<file path="src/rtl/ahb_pkg.sv">
// rtl/ahb_pkg.sv - AHB encodings, controller FSM states and alignment helper
package ahb_pkg;

  localparam logic [1:0] HTRANS_IDLE   = 2'b00;
  localparam logic [1:0] HTRANS_NONSEQ = 2'b10;

  localparam logic [2:0] HSIZE_BYTE = 3'd0;
  localparam logic [2:0] HSIZE_HALF = 3'd1;
  localparam logic [2:0] HSIZE_WORD = 3'd2;

  localparam logic [2:0] HBURST_SINGLE = 3'b000;

  typedef enum logic [1:0] {
    IDLE = 2'd0,
    ADDR = 2'd1,
    DATA = 2'd2
  } state_t;

  // Sizes above a word cannot be carried on a 32-bit bus, so they count as misaligned.
  function automatic logic misaligned(input logic [2:0] size, input logic [1:0] addr_lo);
    logic bad;
    bad = 1'b0;
    case (size)
      HSIZE_BYTE: bad = 1'b0;
      HSIZE_HALF: bad = addr_lo[0];
      HSIZE_WORD: bad = (addr_lo != 2'b00);
      default:    bad = 1'b1;
    endcase
    return bad;
  endfunction

endpackage

</file>
<file path="src/rtl/ahb_master_ctrl_if.sv">
// rtl/ahb_master_ctrl_if.sv - command/response and AHB bus signals of the single-transfer master
interface ahb_master_ctrl_if;

  logic        cmd_valid;
  logic        cmd_ready;
  logic        cmd_write;
  logic [31:0] cmd_addr;
  logic [31:0] cmd_wdata;
  logic [2:0]  cmd_size;

  logic        rsp_valid;
  logic        rsp_error;
  logic [31:0] rsp_rdata;

  logic [31:0] HADDR;
  logic [1:0]  HTRANS;
  logic        HWRITE;
  logic [2:0]  HSIZE;
  logic [2:0]  HBURST;
  logic [3:0]  HPROT;
  logic [31:0] HWDATA;
  logic [31:0] HRDATA;
  logic        HREADY;
  logic        HRESP;

  modport master (
    input  cmd_valid, cmd_write, cmd_addr, cmd_wdata, cmd_size,
    output cmd_ready,
    output rsp_valid, rsp_error, rsp_rdata,
    output HADDR, HTRANS, HWRITE, HSIZE, HBURST, HPROT, HWDATA,
    input  HRDATA, HREADY, HRESP
  );

  modport slave (
    output cmd_valid, cmd_write, cmd_addr, cmd_wdata, cmd_size,
    input  cmd_ready,
    input  rsp_valid, rsp_error, rsp_rdata,
    input  HADDR, HTRANS, HWRITE, HSIZE, HBURST, HPROT, HWDATA,
    output HRDATA, HREADY, HRESP
  );

endinterface

</file>
<file path="src/rtl/ahb_lane_align.sv">
// rtl/ahb_lane_align.sv - write-data lane replication and read-data lane extraction
module ahb_lane_align
  import ahb_pkg::*;
(
  input  logic [2:0]  size,
  input  logic [1:0]  addr_lo,
  input  logic [31:0] wdata,
  input  logic [31:0] hrdata,
  output logic [31:0] hwdata,
  output logic [31:0] rdata
);

  always_comb begin
    hwdata = wdata;
    rdata  = hrdata;
    case (size)
      HSIZE_BYTE: begin
        hwdata = {4{wdata[7:0]}};
        case (addr_lo)
          2'd0:    rdata = {24'h0, hrdata[7:0]};
          2'd1:    rdata = {24'h0, hrdata[15:8]};
          2'd2:    rdata = {24'h0, hrdata[23:16]};
          default: rdata = {24'h0, hrdata[31:24]};
        endcase
      end
      HSIZE_HALF: begin
        hwdata = {2{wdata[15:0]}};
        rdata  = addr_lo[1] ? {16'h0, hrdata[31:16]} : {16'h0, hrdata[15:0]};
      end
      default: begin
        hwdata = wdata;
        rdata  = hrdata;
      end
    endcase
  end

endmodule

</file>
<file path="src/rtl/ahb_master_ctrl.sv">
// rtl/ahb_master_ctrl.sv - single non-pipelined AHB master driven by a command/response handshake
module ahb_master_ctrl
  import ahb_pkg::*;
#(
  parameter logic [3:0] HPROT_VAL = 4'b0011
) (
  input logic               HCLK,
  input logic               HRESETn,
  ahb_master_ctrl_if.master bus
);

  state_t      state;
  logic        write_r;
  logic [1:0]  addr_lo_r;
  logic [31:0] wdata_r;
  logic [2:0]  size_r;
  logic [31:0] hwdata_rep;
  logic [31:0] rdata_ext;

  assign bus.cmd_ready = (state == IDLE);
  assign bus.HBURST    = HBURST_SINGLE;
  assign bus.HPROT     = HPROT_VAL;

  ahb_lane_align u_lane_align (
    .size    (size_r),
    .addr_lo (addr_lo_r),
    .wdata   (wdata_r),
    .hrdata  (bus.HRDATA),
    .hwdata  (hwdata_rep),
    .rdata   (rdata_ext)
  );

  always_ff @(posedge HCLK or negedge HRESETn) begin
    if (!HRESETn) begin
      state         <= IDLE;
      write_r       <= 1'b0;
      addr_lo_r     <= 2'b00;
      wdata_r       <= 32'h0;
      size_r        <= HSIZE_BYTE;
      bus.HTRANS    <= HTRANS_IDLE;
      bus.HADDR     <= 32'h0;
      bus.HWRITE    <= 1'b0;
      bus.HSIZE     <= HSIZE_BYTE;
      bus.HWDATA    <= 32'h0;
      bus.rsp_valid <= 1'b0;
      bus.rsp_error <= 1'b0;
      bus.rsp_rdata <= 32'h0;
    end else begin
      bus.rsp_valid <= 1'b0;
      case (state)
        IDLE: begin
          if (bus.cmd_valid) begin
            if (misaligned(bus.cmd_size, bus.cmd_addr[1:0])) begin
              bus.rsp_valid <= 1'b1;
              bus.rsp_error <= 1'b1;
              bus.rsp_rdata <= 32'h0;
            end else begin
              state      <= ADDR;
              write_r    <= bus.cmd_write;
              addr_lo_r  <= bus.cmd_addr[1:0];
              wdata_r    <= bus.cmd_wdata;
              size_r     <= bus.cmd_size;
              bus.HTRANS <= HTRANS_NONSEQ;
              bus.HADDR  <= bus.cmd_addr;
              bus.HWRITE <= bus.cmd_write;
              bus.HSIZE  <= bus.cmd_size;
            end
          end
        end
        ADDR: begin
          if (bus.HREADY) begin
            state      <= DATA;
            bus.HTRANS <= HTRANS_IDLE;
            bus.HWDATA <= hwdata_rep;
          end
        end
        DATA: begin
          // First ERROR cycle has HREADY low, so only the completing edge is acted on.
          if (bus.HREADY) begin
            state         <= IDLE;
            bus.rsp_valid <= 1'b1;
            bus.rsp_error <= bus.HRESP;
            bus.rsp_rdata <= (bus.HRESP || write_r) ? 32'h0 : rdata_ext;
          end
        end
        default: begin
          state      <= IDLE;
          bus.HTRANS <= HTRANS_IDLE;
        end
      endcase
    end
  end

endmodule

</file>
<file path="src/flat_wrapper.sv">
// flat-port wrapper written by rule: the top's interface ports become plain ports
module ahb_master_ctrl_flat import ahb_pkg::*;
#(
  parameter logic [3:0] HPROT_VAL = 4'b0011
)
  (HCLK, HRESETn, bus_cmd_valid, bus_cmd_write, bus_cmd_addr, bus_cmd_wdata, bus_cmd_size, bus_cmd_ready, bus_rsp_valid, bus_rsp_error, bus_rsp_rdata, bus_HADDR, bus_HTRANS, bus_HWRITE, bus_HSIZE, bus_HBURST, bus_HPROT, bus_HWDATA, bus_HRDATA, bus_HREADY, bus_HRESP);
  ahb_master_ctrl_if bus_i ();
  input logic HCLK;
  input logic HRESETn;
  input wire logic [$bits(bus_i.cmd_valid)-1:0] bus_cmd_valid;
  input wire logic [$bits(bus_i.cmd_write)-1:0] bus_cmd_write;
  input wire logic [$bits(bus_i.cmd_addr)-1:0] bus_cmd_addr;
  input wire logic [$bits(bus_i.cmd_wdata)-1:0] bus_cmd_wdata;
  input wire logic [$bits(bus_i.cmd_size)-1:0] bus_cmd_size;
  output wire logic [$bits(bus_i.cmd_ready)-1:0] bus_cmd_ready;
  output wire logic [$bits(bus_i.rsp_valid)-1:0] bus_rsp_valid;
  output wire logic [$bits(bus_i.rsp_error)-1:0] bus_rsp_error;
  output wire logic [$bits(bus_i.rsp_rdata)-1:0] bus_rsp_rdata;
  output wire logic [$bits(bus_i.HADDR)-1:0] bus_HADDR;
  output wire logic [$bits(bus_i.HTRANS)-1:0] bus_HTRANS;
  output wire logic [$bits(bus_i.HWRITE)-1:0] bus_HWRITE;
  output wire logic [$bits(bus_i.HSIZE)-1:0] bus_HSIZE;
  output wire logic [$bits(bus_i.HBURST)-1:0] bus_HBURST;
  output wire logic [$bits(bus_i.HPROT)-1:0] bus_HPROT;
  output wire logic [$bits(bus_i.HWDATA)-1:0] bus_HWDATA;
  input wire logic [$bits(bus_i.HRDATA)-1:0] bus_HRDATA;
  input wire logic [$bits(bus_i.HREADY)-1:0] bus_HREADY;
  input wire logic [$bits(bus_i.HRESP)-1:0] bus_HRESP;
  assign bus_i.cmd_valid = bus_cmd_valid;
  assign bus_i.cmd_write = bus_cmd_write;
  assign bus_i.cmd_addr = bus_cmd_addr;
  assign bus_i.cmd_wdata = bus_cmd_wdata;
  assign bus_i.cmd_size = bus_cmd_size;
  assign bus_cmd_ready = bus_i.cmd_ready;
  assign bus_rsp_valid = bus_i.rsp_valid;
  assign bus_rsp_error = bus_i.rsp_error;
  assign bus_rsp_rdata = bus_i.rsp_rdata;
  assign bus_HADDR = bus_i.HADDR;
  assign bus_HTRANS = bus_i.HTRANS;
  assign bus_HWRITE = bus_i.HWRITE;
  assign bus_HSIZE = bus_i.HSIZE;
  assign bus_HBURST = bus_i.HBURST;
  assign bus_HPROT = bus_i.HPROT;
  assign bus_HWDATA = bus_i.HWDATA;
  assign bus_i.HRDATA = bus_HRDATA;
  assign bus_i.HREADY = bus_HREADY;
  assign bus_i.HRESP = bus_HRESP;
  ahb_master_ctrl #(.HPROT_VAL(HPROT_VAL)) u_core (.HCLK(HCLK), .HRESETn(HRESETn), .bus(bus_i));
endmodule
</file>
<file path="config.mk">
export PLATFORM = sky130hd
export DESIGN_NAME = ahb_master_ctrl_flat
export DESIGN_NICKNAME = d
export VERILOG_FILES = /design/src/rtl/ahb_pkg.sv /design/src/rtl/ahb_master_ctrl_if.sv /design/src/rtl/ahb_lane_align.sv /design/src/rtl/ahb_master_ctrl.sv /design/src/flat_wrapper.sv
export SDC_FILE = /design/constraint.sdc
export NUM_CORES = 1
export LEC_CHECK = 0
export CORE_ASPECT_RATIO = 0.6
export CORE_UTILIZATION = 45
export CTS_CLUSTER_SIZE = 24
export DETAILED_ROUTE_END_ITERATION = 12
export MAX_ROUTING_LAYER = met4
export PLACE_DENSITY = 0.8
export REMOVE_ABC_BUFFERS = 1
export SYNTH_ARGS = -nofsm -noshare
export SYNTH_HDL_FRONTEND = slang
export SYNTH_SLANG_ARGS = --single-unit
</file>
<file path="constraint.sdc">
create_clock -name HCLK -period 1.9 [get_ports HCLK]
set_input_delay 0.19 -clock HCLK [delete_from_list [all_inputs] [get_ports HCLK]]
set_output_delay 0.19 -clock HCLK [all_outputs]
set_load 0.01 [all_outputs]
</file>
---- After elaboration in Yosys (flattened, before gate mapping) ----
Index checks and enable logic that the tools add are counted.
W data, S select, Z words.
cells by class
  equality and inequality tests ........... 12
  multiplexer cells ....................... 28
  bitwise gates (word level) .............. 2
  reductions and logical operators ........ 12
operators by type and width
  operator              count
  $pmux W32 S2          3
  $mux W32              4
  $pmux W8 S3           1
  $mux W16              1
  $mux W2               6
  $pmux W2 S3           2
  $reduce_and A4 Y1     3
  $mux W1               8
  $ne A2 B2 Y1 const B  4
  $eq A3 B1 Y1 const B  2
  $logic_not A3 Y1      2
  $eq A2 B1 Y1 const B  2
  $eq A2 B2 Y1 const B  2
  $logic_not A2 Y1      2
  $pmux W1 S2           2
  $reduce_bool A2 Y1    2
  $eq A3 B2 Y1 const B  1
  $pmux W1 S3           1
  $reduce_and A3 Y1     1
  $ne A2 B1 Y1 const B  1
  $not A1 Y1            2
  $reduce_and A2 Y1     1
  $logic_or A1 B1 Y1    1
storage, ports and cells
  flip-flop bits (word level) ............. 140
  input port bits ......................... 105
  output and inout port bits .............. 112
  word-level logic and storage cells ...... 65

---- Depth between registers and ports, before layout ----
Gate-level depths: netlist of run 1.
  depth after elaboration ................. 7
  gate-level depth with buffers ........... 7
  mapped depth without buffers ............ 5

---- Hierarchy ----
From an unflattened synthesis of run 1, not the netlist that was laid out.
unflattened totals
  cell total of the unflattened synthesis .. 487
  area, all modules ....................... 6633.9 um^2
by module, submodules not included
  module           times used  cells an instance  area an instance (um^2)
  ahb_master_ctrl  1           321                5502.8
  ahb_lane_align   1           166                1131.1

---- Least setup slack after synthesis of run 1 ----
OpenSTA, ideal clock, no wires.
  path type ............................... reg2reg
  from .................................... register u_core.state[1]
  to ...................................... register u_core.bus.rsp_rdata[10]
  library setup time ...................... 0.125 ns
  data arrival time ....................... 1.621 ns
  required time ........................... 1.775 ns
  slack ................................... 0.155 ns
  stages on the path, launching flop included .. 8
  path buffers ............................ 2
  period minus slack after synthesis ...... 1.745 ns
  cells stage by stage .................... dfrtp_1 mux2i_1 or2_0 buf_2 or2_1 buf_6 clkinv_2 mux2_2
between the ends
  cells in the longest elaborated chain, start to end .. 3
ends and longest elaborated chain
  what                                                   RTL line                  RTL
  start, declared                                        ahb_master_ctrl.sv:12     state_t state;
  start signal, assigned                                 ahb_master_ctrl.sv:35     state <= IDLE;
  start signal, assigned                                 ahb_master_ctrl.sv:58     state <= ADDR;
  start signal, assigned                                 ahb_master_ctrl.sv:72     state <= DATA;
  $eq A2 B2 Y1 or $logic_not A2 Y1 (tied branches)       ahb_master_ctrl.sv:50     case (state)
  $ne A2 B2 Y1 (no source line) (tied with other cells)  n/a
  $reduce_and A4 Y1 (no source line)                     n/a
  end signal, assigned                                   ahb_master_ctrl.sv:83     bus.rsp_rdata <= (bus.HRESP || write_r) ? 32'h0 : rdata_ext;
  end, declared                                          ahb_master_ctrl_if.sv:29  output rsp_valid, rsp_error, rsp_rdata,
Several ways; a longest one is shown, not always the timed one.
A chain may end at the register's enable or synchronous reset.

---- Worst setup path in the final report of run 1 ----
  from .................................... register u_core.bus.HADDR[1]
  to ...................................... output bus_HADDR[1]
RTL lines
  what                    RTL line                  RTL
  start, declared         ahb_master_ctrl_if.sv:30  output HADDR, HTRANS, HWRITE, HSIZE, HBURST, HPROT, HWDATA,
  start signal, assigned  ahb_master_ctrl.sv:64     bus.HADDR <= bus.cmd_addr;
  end, declared           flat_wrapper.sv:19        output wire logic [$bits(bus_i.HADDR)-1:0] bus_HADDR;
No word-level cell between the ends.

==> results of run 1 <==
-- repair_timing --
item	4_1_cts	5_1_grt
endpoints found under the setup margin	1	1
pin swaps	0	0
hold buffers	1	0
gates resized for setup	1	1
endpoints found under the hold margin	45	0
-- final cells by class --
cell class | count | area share, %
flip-flops and latches | 137 | 37.8
repair buffers | 238 | 26.6
multi-input cells | 339 | 26.3
clock buffers | 18 | 4.84
well taps | 170 | 2.34
clock inverters | 14 | 1.64
inverters | 11 | 0.469
-- stage by stage --
stage / hold WS, ps / cells
5_1_grt: 327 / 927
4_1_cts: 304 / 927
3_3_place_gp: 156 / 894
3_5_place_dp: 160 / 894
6_report: 293 / 927
2_1_floorplan: -106 / 487
-- worst max-delay path by stage --
stage	startpoint	end	slack [ps]	depth (start not counted)
2_1_floorplan	u_core.state[1]$_DFFE_PN0P_	u_core.addr_lo_r[0]$_DFFE_PN0P_	-1730	3
3_3_place_gp	bus_cmd_addr[0]	u_core.bus.HADDR[13]$_DFFE_PN0P_	-160	6
3_5_place_dp	bus_cmd_addr[0]	u_core.wdata_r[23]$_DFFE_PN0P_	-210	6
4_1_cts	u_core.state[1]$_DFFE_PN0P_	bus_cmd_ready	50	2
5_1_grt	u_core.bus.HSIZE[0]$_DFFE_PN0P_	bus_HSIZE[0]	30	2
6_report	u_core.bus.HADDR[1]$_DFFE_PN0P_	bus_HADDR[1]	100	1
-- sequential cells by signal (all words and copies together) (netlist names) --
register	flops
u_core.bus.HADDR	31
u_core.bus.HSIZE	3
u_core.addr_lo_r	1
u_core.bus.HTRANS	1
u_core.write_r	1
u_core.wdata_r	32
u_core.bus.rsp_valid	1
u_core.state	2
u_core.bus.rsp_rdata	32
u_core.bus.rsp_error	1
u_core.bus.HWDATA	32
-- power breakdown --
| part | switching (mW) | leakage, nW | internal [mW] | total (mW) |
|---|---|---|---|---|
| Combinational | 1.67 | 1.86 | 2.17 | 3.84 |
| Clock | 1.29 | 0.279 | 1.97 | 3.27 |
| Sequential | 0.566 | 1.71 | 3.75 | 4.31 |
| Total | 3.52 | 3.86 | 7.89 | 11.4 |
-- layer usage --
layer  up-vias  wire [um]  GRT usage (%)
li1       2276          -              -
met1      2414       7830           35.6
met2       204       7500           37.5
met3        26       1240           6.52
met4         0        291           9.08
met5         -          0              -
-- kinds of logic after synthesis --
kind of cell | Yosys count
AO/OA/AOI/OAI | 128
buffers and inverters | 54
flip-flops | 137
multiplexers | 108
other | 2
AND/OR/NAND/NOR | 95
-- cell usage in the layout (no fill, tap or decap), types with 17 or more instances in the layout --
cell             count
clkbuf_16           17
buf_4               21
mux2i_1             25
a21oi_1             25
nand2_1             41
dfrtp_1            136
clkdlybuf4s50_1    207
mux2_2              83
o21ai_0             81
==> results.sh, run 1 <==
export IMPL_hp_class="input pin to async pin"
export IMPL_htreeDepth=4
export IMPL_drt_total_wl_um=16900
export IMPL_seqCellArea_um2=3430
export IMPL_ios=217
export IMPL_clock_latency_ps=410
export IMPL_fin_crit_ps=1800
export IMPL_reg2reg_depth=5
export IMPL_nets=849
export IMPL_worstSetupPathType="flip-flop to output port"
export IMPL_ys_seq_area_share_pct=56.6
export IMPL_yosysTopAreaCell="dfrtp_1"
export IMPL_timing_rr_end="u_core.bus.rsp_rdata[22]$_DFFE_PN0P_"
export IMPL_finalCritPeriodShare_pct=94.9
export IMPL_grt_overflow=0
export IMPL_first_pass_iters=5
export IMPL_start_kind="flip-flop"
export IMPL_setup_slack_ps=96.6
export IMPL_outcome="finished, final reports clean"
export IMPL_p_leak_nw=3.86
export IMPL_die_h_um=91.9
export IMPL_cts_tree="yes"
export IMPL_cts_setup_buffers=0
export IMPL_max_freq_ghz=0.555
export IMPL_worst_path_buf_inv=1
export IMPL_place_ws_ps=-213
export IMPL_synth_cells=524
export IMPL_avgSynthCellArea_um2=11.6
export IMPL_antenna_found_initial=0
export IMPL_synth_xor_area_share_pct=0
export IMPL_synthTopCellsByArea="dfrtp_1, mux2_2, o21ai_0, mux2i_1, nand2_1"
export IMPL_post_route_util_pct=70.0
export IMPL_hpwl_um=12400
export IMPL_hold_viol=0
export IMPL_initial_core_util_pct=46.7
export IMPL_multiInputGateArea_um2=2390
export IMPL_ys_ff_latch=137
export IMPL_yosysWarningCount=0
export IMPL_crit_fanout=22
export IMPL_arrival_ps=1610
export IMPL_first_global_vias=5081
export IMPL_clock_path_buffers=2
export IMPL_die_w_um=152
export IMPL_synthAdderAreaFrac_pct=0
export IMPL_fin_worst_skew_ps=9.18
export IMPL_synth_compound_area_share_pct=11.5
export IMPL_irDropWorstVdd_v=0.000707
export IMPL_die_area_um2=13900
export IMPL_crit_path_cell_trace="clkdlybuf4s50_1"
export IMPL_r2r_slack_ps=130
export IMPL_placedInstanceArea_um2=8470
export IMPL_via_count=4920
export IMPL_gp_congestion=0.930
export IMPL_fin_total_pwr_mw=11.4
export IMPL_synthArstFlopShare_pct=100
export IMPL_synth_flop_cell="dfrtp_1"
export IMPL_synth_top_cells_by_count="dfrtp_1, mux2_2, o21ai_0"
export IMPL_synth_edff_count=0
export IMPL_synth_mux_area_share_pct=19.6
export IMPL_rows=32
export IMPL_ant_nets=0
export IMPL_yosys_area_top_type_share_pct=56.6
export IMPL_power_density_nw_per_um2=1260
export IMPL_vias_per_cell=5.31
export IMPL_cap_violations=0
export IMPL_cts_buffers=17
export IMPL_grt_pass1_wl_um=26800
export IMPL_slew_viol_final=0
export IMPL_rsz0062_at_grt="no"
export IMPL_path_clk_slew_ps=60
export IMPL_io_buffers=208
export IMPL_root_buffer="clkbuf_16"
export IMPL_area_growth_pct=49.8
export IMPL_drive_above_1_share_pct=20.2
export IMPL_cp_top_family="buffers and inverters"
export IMPL_yosysUniqueCellTypes=38
export IMPL_n_antenna_cell=0
export IMPL_slowest_delay_ps=620
export IMPL_setup_viol=0
export IMPL_cp_slowest_cell="clkdlybuf4s50_1"
export IMPL_tns_ps=0
export IMPL_core_um2=13000
export IMPL_yosys_area_share_simple_pct=7.87
export IMPL_cp_required_ps=1710
export IMPL_clock_sinks=137
export IMPL_yosysMostFrequentCell="dfrtp_1"
export IMPL_routedWlPerCell_um=18.2
export IMPL_grt_use_total_pct=26.0
export IMPL_grt_max_degree=49
export IMPL_drtIter0Drc=311
export IMPL_remaining_drc_errors=0
export IMPL_fill_cells=931
export IMPL_r2r_start="u_core.state[0]$_DFFE_PN0P_"
export IMPL_finish_instance_area_um2=9070
export IMPL_critPathCaptureType="output port"
export IMPL_synth_area_um2=6060
export IMPL_synth_top_family_by_area="multiplexers"
Power figures use the tool's default switching activity.
==> run 2: changes to the inputs <==
- DONT_BUFFER_PORTS: not set -> 1
- PLACE_DENSITY: 0.8 -> not set
- SYNTH_HIERARCHICAL: not set -> 1
==> results.sh, run 2 <==
export IMPL_layout_commonest_cell="dfrtp_1"
export IMPL_synthAdderAreaFrac_pct=0
export IMPL_clock_latency_ps=410
export IMPL_synth_top_family_by_area="multiplexers"
export IMPL_finalCritPeriodShare_pct=93.2
export IMPL_fin_crit_ps=1770
export IMPL_tns_ps=0
export IMPL_remaining_drc_errors=0
export IMPL_drive_above_1_share_pct=30.1
export IMPL_clock_path_buffers=2
export IMPL_hpwl_um=10300
export IMPL_yosys_area_top_type_share_pct=51.7
export IMPL_n_antenna_cell=0
export IMPL_synth_cells=487
export IMPL_htreeDepth=4
export IMPL_power_density_nw_per_um2=1380
export IMPL_root_buffer="clkbuf_16"
export IMPL_yosysTopAreaCell="dfrtp_1"
export IMPL_rows=33
export IMPL_yosysMostFrequentCell="dfrtp_1"
export IMPL_slowest_delay_ps=630
export IMPL_critPathCaptureType="flip-flop"
export IMPL_reg2reg_depth=5
export IMPL_vias_per_cell=5.62
export IMPL_cts_setup_buffers=0
export IMPL_antenna_found_initial=0
export IMPL_cp_required_ps=2190
export IMPL_cts_tree="yes"
export IMPL_synth_compound_area_share_pct=8.62
export IMPL_irDropWorstVdd_v=0.000671
export IMPL_yosysUniqueCellTypes=40
export IMPL_arrival_ps=2060
export IMPL_slew_viol_final=0
export IMPL_place_ws_ps=161
export IMPL_grt_max_degree=138
export IMPL_cts_hold_buf=69
export IMPL_synth_xor_area_share_pct=0
export IMPL_initial_core_util_pct=47.4
export IMPL_violations="hold timing"
export IMPL_first_global_vias=4414
export IMPL_whs_ps=-523
export IMPL_setup_viol=0
export IMPL_drtIter0Drc=263
export IMPL_hp_class="input pin to async pin"
export IMPL_synth_area_um2=6630
export IMPL_core_um2=14000
export IMPL_max_slew_margin_pct=64.5
export IMPL_cts_buffers=17
export IMPL_max_freq_ghz=0.565
export IMPL_io_buffers=0
export IMPL_synthTopCellsByArea="dfrtp_1, mux2_4, mux2_2, a32o_1, nand2_1"
export IMPL_nets=656
export IMPL_finish_instance_area_um2=8110
export IMPL_outcome="finished with violations"
export IMPL_r2r_slack_ps=130
export IMPL_timing_rr_end="u_core/bus.rsp_rdata[6]$_DFFE_PN0P_"
export IMPL_area_growth_pct=22.2
export IMPL_synth_top_cells_by_count="dfrtp_1, mux2_4, nand2_1"
export IMPL_crit_path_cell_trace="buf_4 > mux4_2 > a22oi_2 > o21ai_1 > a32o_1"
export IMPL_gp_congestion=0.831
export IMPL_cp_slowest_cell="dfrtp_1"
export IMPL_path_clk_slew_ps=60
export IMPL_via_count=4251
export IMPL_die_h_um=96.1
export IMPL_p_leak_nw=3.80
export IMPL_cap_violations=0
export IMPL_grt_use_total_pct=21.9
export IMPL_clock_sinks=137
export IMPL_routedWlPerCell_um=20.8
export IMPL_worstSetupPathType="flip-flop to flip-flop"
export IMPL_ant_nets=0
export IMPL_yosysWarningCount=6
export IMPL_start_kind="flip-flop"
export IMPL_grt_pass1_wl_um=24800
export IMPL_tightest_slew_ps=530
export IMPL_hold_viol=137
export IMPL_setup_slack_ps=129
export IMPL_avgSynthCellArea_um2=13.6
export IMPL_first_pass_iters=5
export IMPL_ys_seq_area_share_pct=51.7
export IMPL_placedInstanceArea_um2=6760
export IMPL_die_area_um2=15200
export IMPL_drt_total_wl_um=15800
export IMPL_die_w_um=159
export IMPL_ios=217
export IMPL_r2r_start="u_core/bus.HADDR[1]$_DFFE_PN0P_"
export IMPL_yosys_area_share_simple_pct=8.17
export IMPL_synth_mux_area_share_pct=25.9
export IMPL_crit_start="u_core/bus.HADDR[1]$_DFFE_PN0P_"
export IMPL_grt_overflow=0
export IMPL_fin_worst_skew_ps=10.1
export IMPL_synthArstFlopShare_pct=100
export IMPL_crit_fanout=10
export IMPL_rsz0062_at_grt="no"
export IMPL_synth_flop_cell="dfrtp_1"
export IMPL_layout_common_cells="dfrtp_1, dlygate4sd3_1, mux2_4, nand2_1, mux2_2"
export IMPL_post_route_util_pct=57.9
export IMPL_fill_cells=1087
export IMPL_ys_ff_latch=137
export IMPL_synth_edff_count=0
[run 2: cell types whose count changed after synthesis, moves of 10 or more]
| cell | change |
|---|---|
| buf_4 | +10 |
| mux2_4 | +67 |
| and2_1 | +16 |
| o21ai_0 | -65 |
| a21oi_1 | -23 |
| mux2_2 | -43 |
| mux2i_1 | -17 |
| nand2_1 | +13 |
| a32o_1 | +32 |
| clkbuf_1 | -15 |
[run 2: worst max-delay path by stage]
stage	slack (ps)	depth (start not counted)	endpoint
2_1_floorplan	-690	3	u_core/state[0]$_DFFE_PN0P_
3_3_place_gp	200	5	u_core/bus.rsp_rdata[6]$_DFFE_PN0P_
3_5_place_dp	160	5	u_core/bus.rsp_rdata[6]$_DFFE_PN0P_
4_1_cts	150	4	u_core/bus.rsp_rdata[10]$_DFFE_PN0P_
5_1_grt	70	5	u_core/bus.rsp_rdata[6]$_DFFE_PN0P_
6_report	130	5	u_core/bus.rsp_rdata[6]$_DFFE_PN0P_
[run 2: area by class of cell]
class	instances	area [um^2]	area share, %
flip-flops and latches	137	3430	42.3
well taps	192	240	2.96
multi-input cells	303	2870	35.4
clock buffers	19	443	5.46
clock inverters	13	215	2.65
repair buffers	88	896	11.1
inverters	4	15.0	0.185
[run 2: report_power, final]
part	total, mW	internal [mW]	switching (mW)
clock	3.67	2.38	1.29
sequential	4.81	3.77	1.04
combinational	2.67	1.61	1.06
[run 2: logic make-up (layout without fill, tap and decap cells)]
logic type,Yosys count,in the layout
other,2,8
flip-flops,137,137
buffers and inverters,53,124
AND/OR/NAND/NOR,104,104
multiplexers,122,122
AO/OA/AOI/OAI,69,69
[run 2: what timing repair did]
item                                   in CTS  in global routing
setup endpoints to repair                   0                  4
endpoints found under the hold margin     207                137
gates resized for setup                     0                  1
[run 2: layer usage]
layer  global-route usage, %  wire, um  vias to the layer above
met4                    6.39       136                        0
met1                    28.2      6980                     2145
met3                    7.24      1430                       16
li1                        -         -                     1874
met5                       -         0                        -
met2                    33.2      7210                      216
[run 2: stage by stage]
| stage | hold slack, ps | std cells | power (mW) |
|---|---|---|---|
| 2_1_floorplan | -106 | 444 | 6.55 |
| 3_3_place_gp | -102 | 655 | 7.28 |
| 3_5_place_dp | -103 | 655 | 7.39 |
| 4_1_cts | -543 | 756 | 11.2 |
| 5_1_grt | -551 | 756 | 11.7 |
| 6_report | -523 | 756 | 11.2 |
[run 2: critical path, delay by kind of cell, from the launching register on]
family                 cells  cell delay [ps]
flip-flops                 1              630
multiplexers               1              320
AO/OA/AOI/OAI              3              430
buffers and inverters      1              280
